===== src/rtl/rank_change_logger.sv =====
// Captures each change of the tracked value with a cycle stamp into a FWFT FIFO; change visible one edge later.
// Head drains on out_valid && out_ready; a change arriving while full without a pop is dropped and counted.
module rank_change_logger #(
  parameter int DATA_WIDTH  = 32,
  parameter int DEPTH       = 4,
  parameter int STAMP_WIDTH = 16
) (
  input  logic                    clk,
  input  logic                    resetn,
  input  logic [DATA_WIDTH-1:0]   din,
  output logic                    out_valid,
  input  logic                    out_ready,
  output logic [DATA_WIDTH-1:0]   out_value,
  output logic [STAMP_WIDTH-1:0]  out_stamp,
  output logic [$clog2(DEPTH):0]  fill_level,
  output logic [7:0]              drop_count
);
  localparam int AW = $clog2(DEPTH);
  localparam logic [AW:0]          PTR_ONE   = 1;
  localparam logic [STAMP_WIDTH-1:0] STAMP_ONE = 1;

  logic [DATA_WIDTH-1:0]  mem_value [DEPTH];
  logic [STAMP_WIDTH-1:0] mem_stamp [DEPTH];
  logic [AW:0]            wr_ptr;
  logic [AW:0]            rd_ptr;
  logic [DATA_WIDTH-1:0]  prev;
  logic [STAMP_WIDTH-1:0] stamp;
  logic                   empty;
  logic                   full;
  logic                   change;
  logic                   pop;
  logic                   push;
  logic                   drop;

  // Pointers carry a wrap bit so full and empty are distinguishable at equal indices.
  assign empty  = (wr_ptr == rd_ptr);
  assign full   = (wr_ptr[AW] != rd_ptr[AW]) && (wr_ptr[AW-1:0] == rd_ptr[AW-1:0]);
  assign change = (din != prev);
  assign pop    = !empty && out_ready;
  assign push   = change && (!full || pop);
  assign drop   = change && full && !pop;

  assign out_valid  = !empty;
  assign fill_level = wr_ptr - rd_ptr;
  assign out_value  = empty ? '0 : mem_value[rd_ptr[AW-1:0]];
  assign out_stamp  = empty ? '0 : mem_stamp[rd_ptr[AW-1:0]];

  always_ff @(posedge clk or negedge resetn) begin
    if (!resetn) begin
      wr_ptr     <= '0;
      rd_ptr     <= '0;
      prev       <= '0;
      stamp      <= '0;
      drop_count <= '0;
      for (int i = 0; i < DEPTH; i++) begin
        mem_value[i] <= '0;
        mem_stamp[i] <= '0;
      end
    end else begin
      prev  <= din;
      stamp <= stamp + STAMP_ONE;
      if (push) begin
        mem_value[wr_ptr[AW-1:0]] <= din;
        mem_stamp[wr_ptr[AW-1:0]] <= stamp;
        wr_ptr                    <= wr_ptr + PTR_ONE;
      end
      if (pop) begin
        rd_ptr <= rd_ptr + PTR_ONE;
      end
      if (drop && drop_count != 8'hFF) begin
        drop_count <= drop_count + 8'd1;
      end
    end
  end
endmodule


===== config.mk =====
export PLATFORM = sky130hd
export DESIGN_NAME = rank_change_logger
export DESIGN_NICKNAME = d
export VERILOG_FILES = /design/src/rtl/rank_change_logger.sv
export SDC_FILE = /design/constraint.sdc
export NUM_CORES = 1
export LEC_CHECK = 0
export CORE_ASPECT_RATIO = 0.5
export CORE_MARGIN = 8
export CORE_UTILIZATION = 50
export CTS_CLUSTER_SIZE = 10
export DETAILED_ROUTE_END_ITERATION = 12
export PLACE_DENSITY_LB_ADDON = 0.08
export SYNTH_ARGS = -nofsm -noshare
export SYNTH_HDL_FRONTEND = slang
export SYNTH_SLANG_ARGS = --single-unit

===== constraint.sdc =====
create_clock -name clk -period 2.78 [get_ports clk]
set_clock_uncertainty 0.2 [all_clocks]
set_input_delay 0.278 -clock clk [delete_from_list [all_inputs] [get_ports clk]]
set_output_delay 0.278 -clock clk [all_outputs]
set_load 0.03 [all_outputs]

==> flow_metrics.py, run 1 <==
metrics = {
    "finish": {
        "final_nets": 919,
        "stdcell_area_um2": 14000,
        "syn_to_final_growth_pct": 23.6,
        "nFillCells": 1673,
        "antenna_cells": 0,
        "seq_area_um2": 6360,
        "instances_no_fill": 1182,
        "multi_input_comb_area_um2": 4760,
        "drive_gt1_share_pct": 46.6,
    },
    "worst_setup_path": {
        "r2r-start": "prev[24]",
        "rr_endpoint": "mem_value[118]",
        "critPathMaxFanout": 18,
        "cp-end-kind": "flop",
        "required_ps": 3000,
        "critPathTopFamily": "simple AND/OR/NAND/NOR gates",
        "slowest_delay_ps": 830,
        "reg2reg_depth": 8,
        "critPathKind": "flop to flop",
        "cp-endpoint": "mem_value[118]",
        "cp_num_buf_inv": 2,
        "cp_slowest_cell": "nor4_1",
        "r2r_slack_ps": -50,
        "critPathArrivalTime_ps": 3040,
        "cp.depth": 8,
        "crit_path_start_kind": "flop",
        "worst_path_most_repeated_cell": "buf_12",
        "crit_start": "prev[24]",
        "path_cells": "xor2_1, nor4_1, nand4_1, nor2_2, buf_12, nor2_4, buf_12, mux2_4",
    },
    "yosys": {
        "syn_avg_cell_area_um2": 15.7,
        "synth_area_um2": 11300,
        "ys_warn_count": 0,
        "syn_nets": 767,
        "synth_area_leader_cell": "dfrtp_1",
        "synthCells": 722,
        "yosysUniqueCellTypes": 28,
        "synth_seq_cells": 254,
        "synth_top_cell_area_share_pct": 56.2,
        "yosys-top-cells-area": "dfrtp_1, mux2_2, mux4_2",
        "ys_seq_area_share_pct": 56.2,
    },
    "cts": {
        "cts_buffer_depth": 3,
        "cts_tree": "yes",
        "cts_buffers": 29,
        "cts_root_buffer": "clkbuf_16",
        "insertion_delay_ps": 550,
        "cts.sinks": 254,
        "cts_max_level": 1,
        "path_clk_slew_ps": 50,
    },
    "pwr": {
        "power_leakage_nw": 6.15,
        "powerDensity_nw_per_um2": 1350,
        "irDropWorstVdd_mv": 1.00,
    },
    "placed_design": {
        "gp_congestion": 0.769,
        "post-place-ws_ps": -336,
        "post-dp-hpwl_um": 17600,
        "place_inst": 1144,
        "placed_area_um2": 13000,
        "portBuffers": 94,
    },
    "status": {
        "status": "finished with violations",
        "violations": "setup timing",
    },
    "floorplan": {
        "fp.dieW_um": 229,
        "initial_core_util_pct": 50.2,
        "core_um2": 22500,
        "die_height_um": 122,
        "dieArea_um2": 28000,
        "rows": 39,
        "ios": 95,
    },
    "timing": {
        "worst_slew_margin_rel_pct": 35.3,
        "whs_ps": 123,
        "rsz0062_at_grt": "yes",
        "hold_viol": 0,
        "post-route-period-util_pct": 102,
        "worst_pin_slew_ps": 961,
        "setup_viol": 143,
        "setup_ws_ps": -45.4,
        "min_period_ps": 2830,
        "final-max-slew-violation-count": 0,
        "fmax_mhz": 354,
    },
    "route": {
        "postRouteAntennaNets": 0,
        "via_per_inst": 5.46,
        "drt_iter0_markers": 360,
        "vias": 6451,
        "routedWlPerCell_um": 22.1,
        "drc": 0,
        "routed_wirelength_um": 26200,
        "dr.pass1.iters": 4,
    },
    "grt": {
        "grt_max_degree": 86,
        "use_met2_pct": 29.5,
        "busiest_layer": "met2",
        "grtUsageTotal_pct": 19.0,
        "use_met3_pct": 3.83,
        "first_global_vias": 7068,
        "grt_pass1_wl_um": 41800,
        "antenna_found_initial": 0,
        "grtUsageMet1_pct": 27.8,
        "grt_overflow": 0,
    },
    "flow_run": {
        "max_cap_viol_count": 0,
    },
    "hold_path": {
        "hp-class": "primary input to asynchronous set/reset pin",
    },
}
-- stage by stage --
step	util [%]	power, W	TNS (ps)
final	62.1	0.0189	-2160
after global routing	62.1	0.0198	-582
after CTS	61.5	0.0188	-136
after detailed placement	57.9	0.0155	-59910
after global placement	57.9	0.0153	-63120
after floorplan	-	0.0120	0
-- synthesized netlist by cell type --
cell type / number
buf_1: 1
buf_2: 18
nor4_1: 11
and2_1: 49
mux4_2: 48
nor4b_1: 1
o21ai_1: 1
ha_1: 9
nor3_1: 1
and3_1: 3
fa_1: 1
nor2_1: 8
or3_1: 1
inv_1: 7
mux2_4: 40
nor2_2: 3
mux2_2: 155
buf_6: 7
xnor2_1: 14
clkbuf_1: 13
nand3_1: 8
buf_4: 1
xor2_1: 45
nor3b_1: 1
or2_2: 1
dfrtp_1: 254
nand2_1: 15
nand4_1: 6
-- kinds of logic (layout without fill, tap and decap cells) --
family	after synthesis	after routing	share of synthesized area (%)
AOI/OAI and AO/OA	1	1	0.0442
adders and majority gates	10	10	1.17
xor gates and xnor gates	59	59	4.57
and+or+nand+nor	108	108	5.40
DFF	254	254	56.2
muxes	243	243	30.3
buffers and inverters	47	200	2.26
-- sequential cells by signal (all words and copies together) (netlist names) --
signal / count
mem_value: 128
drop_count: 8
rd_ptr: 3
stamp: 16
mem_stamp: 64
prev: 32
wr_ptr: 3
-- per-layer routing --
metal  vias up  routed length, µm
met1      3437              12800
met2       116              11900
li1       2878                  -
met5         -                  0
met3        20               1180
met4         0                254
-- cells in the final DEF, fill, tap and decap left out, types with 2 or more instances in the layout --
master / Yosys / routed
and2_1: 49 / 44
and2_4: 0 / 5
and3_1: 3 / 3
buf_12: 0 / 16
buf_16: 0 / 2
buf_4: 1 / 71
buf_6: 7 / 5
buf_8: 0 / 2
clkbuf_16: 0 / 31
clkdlybuf4s15_2: 0 / 18
clkdlybuf4s50_1: 0 / 42
dfrtp_1: 254 / 252
ha_1: 9 / 8
inv_1: 7 / 7
mux2_2: 155 / 155
mux2_4: 40 / 40
mux4_2: 48 / 48
nand2_1: 15 / 15
nand3_1: 8 / 7
nand4_1: 6 / 6
nor2_1: 8 / 6
nor2_4: 0 / 4
nor4_1: 11 / 10
xnor2_1: 14 / 13
xor2_1: 45 / 45
-- how the worst min path moves through the flow --
stage / to / slack (ps) / depth (start not counted)
4_1_cts: prev[4] / 100 / 1
6_report: mem_stamp[12] / 120 / 2
5_1_grt: prev[4] / 110 / 1
3_3_place_gp: mem_stamp[26] / 120 / 1
2_1_floorplan: drop_count[0] / -220 / 0
3_5_place_dp: mem_stamp[26] / 130 / 1
-- final cells by class --
class,instances,share of cell area [%]
Clock buffer,30,5.22
Sequential cell,254,45.5
Clock inverter,2,0.125
Inverter,7,0.188
Tap cell,307,2.75
Timing Repair Buffer,161,12.1
Multi-Input combinational cell,421,34.1
-- worst reg2reg max path, cell delays in order (launching register included) --
cell,delay (ps)
dfrtp_1,370
xor2_1,160
nor4_1,830
nand4_1,220
nor2_2,200
buf_12,160
nor2_4,70
buf_12,170
mux2_4,320
-- power breakdown --
part | internal, W | switching, W | total (W) | leakage (nW)
logic | 0.00514 | 0.00483 | 0.00997 | 2.69
registers | 0.00495 | 0.000709 | 0.00566 | 3.09
clock network | 0.00183 | 0.00139 | 0.00322 | 0.367
total | 0.0119 | 0.00693 | 0.0189 | 6.15
-- repair_timing --
action | 4_1_cts | 5_1_grt
endpoints found under the hold margin | 80 | 0
setup endpoints to repair | 30 | 193
gates cloned | 0 | 3
gates resized for setup | 60 | 14
buffers inserted | 0 | 2
hold buffers | 1 | 0
No activity file was read; power rests on OpenSTA's default activity.
==> run 2, diff against run 1 <==
clock period = 3.5 ns   (was 2.78 ns; I/O delays follow)
==> run 2 against run 1 <==
  * The run now ends clean
  * Design area shrank 2.7%
  * Wire length up 0.31%
  * Combinational power down 23%
  * Largest power group unchanged
==> flow_metrics.py, run 2 (synthesis results as in run 1) <==
metrics = {
    "route": {
        "dr.pass1.iters": 5,
        "routed_wirelength_um": 26200,
        "drc": 0,
        "drt_iter0_markers": 430,
        "vias": 6393,
        "postRouteAntennaNets": 0,
        "via_per_inst": 5.55,
        "routedWlPerCell_um": 22.8,
    },
    "floorplan": {
        "initial_core_util_pct": 50.2,
        "core_um2": 22500,
        "fp.dieW_um": 229,
        "die_height_um": 122,
        "dieArea_um2": 28000,
        "ios": 95,
        "rows": 39,
    },
    "worst_setup_path": {
        "cp_num_buf_inv": 2,
        "critPathArrivalTime_ps": 2740,
        "slowest_delay_ps": 630,
        "critPathTopFamily": "buffers and inverters",
        "r2r_slack_ps": 310,
        "required_ps": 2950,
        "rr_endpoint": "mem_stamp[29]",
        "reg2reg_depth": 8,
        "critPathMaxFanout": 16,
        "crit_path_start_kind": "flop",
        "cp_slowest_cell": "clkdlybuf4s50_1",
        "critPathKind": "flop to output port",
        "path_cells": "buf_4, mux4_2, and2_1, clkdlybuf4s50_1",
        "cp-end-kind": "output port",
        "r2r-start": "prev[29]",
        "cp.depth": 4,
    },
    "flow_run": {
        "max_cap_viol_count": 0,
    },
    "cts": {
        "ctsResizeCount": 0,
        "cts_root_buffer": "clkbuf_16",
        "cts_max_level": 1,
        "cts_setup_buffers": 0,
        "cts_buffers": 29,
        "cts_tree": "yes",
        "postCtsHoldBufs": 1,
        "insertion_delay_ps": 560,
        "cts_buffer_depth": 3,
        "path_clk_slew_ps": 60,
        "cts.sinks": 254,
    },
    "timing": {
        "setup_viol": 0,
        "worst_pin_slew_ps": 1030,
        "hold_viol": 0,
        "post-route-period-util_pct": 93.9,
        "fmax_mhz": 304,
        "worst_slew_margin_rel_pct": 30.5,
        "whs_ps": 203,
        "rsz0062_at_grt": "no",
        "min_period_ps": 3290,
        "final-max-slew-violation-count": 0,
    },
    "grt": {
        "grtUsageMet1_pct": 29.3,
        "grt_pass1_wl_um": 42600,
        "antenna_found_initial": 0,
        "grtUsageTotal_pct": 19.3,
        "use_met3_pct": 3.90,
        "busiest_layer": "met1",
        "grt_max_degree": 106,
        "first_global_vias": 6909,
        "grt_overflow": 0,
        "use_met2_pct": 28.7,
    },
    "pwr": {
        "power_w": 0.0148,
        "irDropWorstVdd_mv": 0.702,
        "powerDensity_nw_per_um2": 1090,
        "power_leakage_nw": 5.93,
    },
    "finish": {
        "syn_to_final_growth_pct": 20.2,
        "drive_gt1_share_pct": 41.2,
        "multi_input_comb_area_um2": 4720,
        "seq_area_um2": 6360,
        "top_regs": "mem_value: 128 flops, mem_stamp: 64 flops, prev: 32 flops",
        "antenna_cells": 0,
        "largest_register_ffs": 128,
        "layout_commonest_cell": "dfrtp_1",
        "regMostFlops": "mem_value",
        "final_nets": 887,
        "layout_common_cells": "dfrtp_1, mux2_2, clkdlybuf4s50_1, and2_1",
        "nFillCells": 1716,
    },
    "placed_design": {
        "gp_congestion": 0.758,
        "portBuffers": 94,
        "post-dp-hpwl_um": 17200,
    },
    "hold_path": {
        "whs_path_depth": 1,
        "hp-class": "primary input to flop",
        "min-delay-start": "din[5]",
        "hold_end": "prev[5]",
    },
    "status": {
        "status": "completed",
    },
}
run 2: cell count changes in the layout (fill, tap and decap cells not counted), sizes merged:
cell and delta:
clkbuf -2, dlygate4sd2 -1, clkdlybuf4s50 +21, buf -31
clkdlybuf4s15 -18
run 2: metal layers:
layer | up-vias | routed length, µm
li1 | 2801 | -
met4 | 0 | 362
met2 | 118 | 11600
met5 | - | 0
met1 | 3444 | 13200
met3 | 30 | 1110
run 2: per-stage QoR:
stage / util, % / TNS [ps] / setup WS, ps / instance area, µm² / cells
global route: 60.4 / 0 / 95.2 / 13600 / 1151
global placement: 57.0 / -39720 / -270 / 12800 / 1117
detailed placement: 57.0 / -23660 / -194 / 12800 / 1117
finish: 60.4 / 0 / 212 / 13600 / 1151
CTS: 60.4 / 0 / 150 / 13600 / 1151
floorplan: - / 0 / 772 / 11300 / 722
run 2: final cells by class:
| cell class | count | share of cell area, % |
|---|---|---|
| inverters | 7 | 0.193 |
| flip-flops and latches | 254 | 46.8 |
| repair buffers | 129 | 9.83 |
| well taps | 307 | 2.83 |
| clock buffers | 31 | 5.39 |
| multi-input cells | 421 | 34.7 |
| clock inverters | 2 | 0.212 |
run 2: how the worst max path moves through the flow:
stage | startpoint | endpoint | slack, ps
floorplan | rd_ptr[1] | out_stamp[10] | 770
global placement | din[18] | mem_value[39] | -270
detailed placement | din[18] | mem_value[42] | -190
CTS | rd_ptr[0] | out_value[24] | 150
global route | rd_ptr[0] | out_value[24] | 100
finish | rd_ptr[0] | out_value[24] | 210
run 2: report_power, final:
| group | total, W | leakage (nW) | switching (W) | internal [W] |
|---|---|---|---|---|
| clock network | 0.00261 | 0.374 | 0.00114 | 0.00147 |
| registers | 0.00448 | 3.09 | 0.000547 | 0.00393 |
| logic | 0.00771 | 2.47 | 0.00381 | 0.00390 |
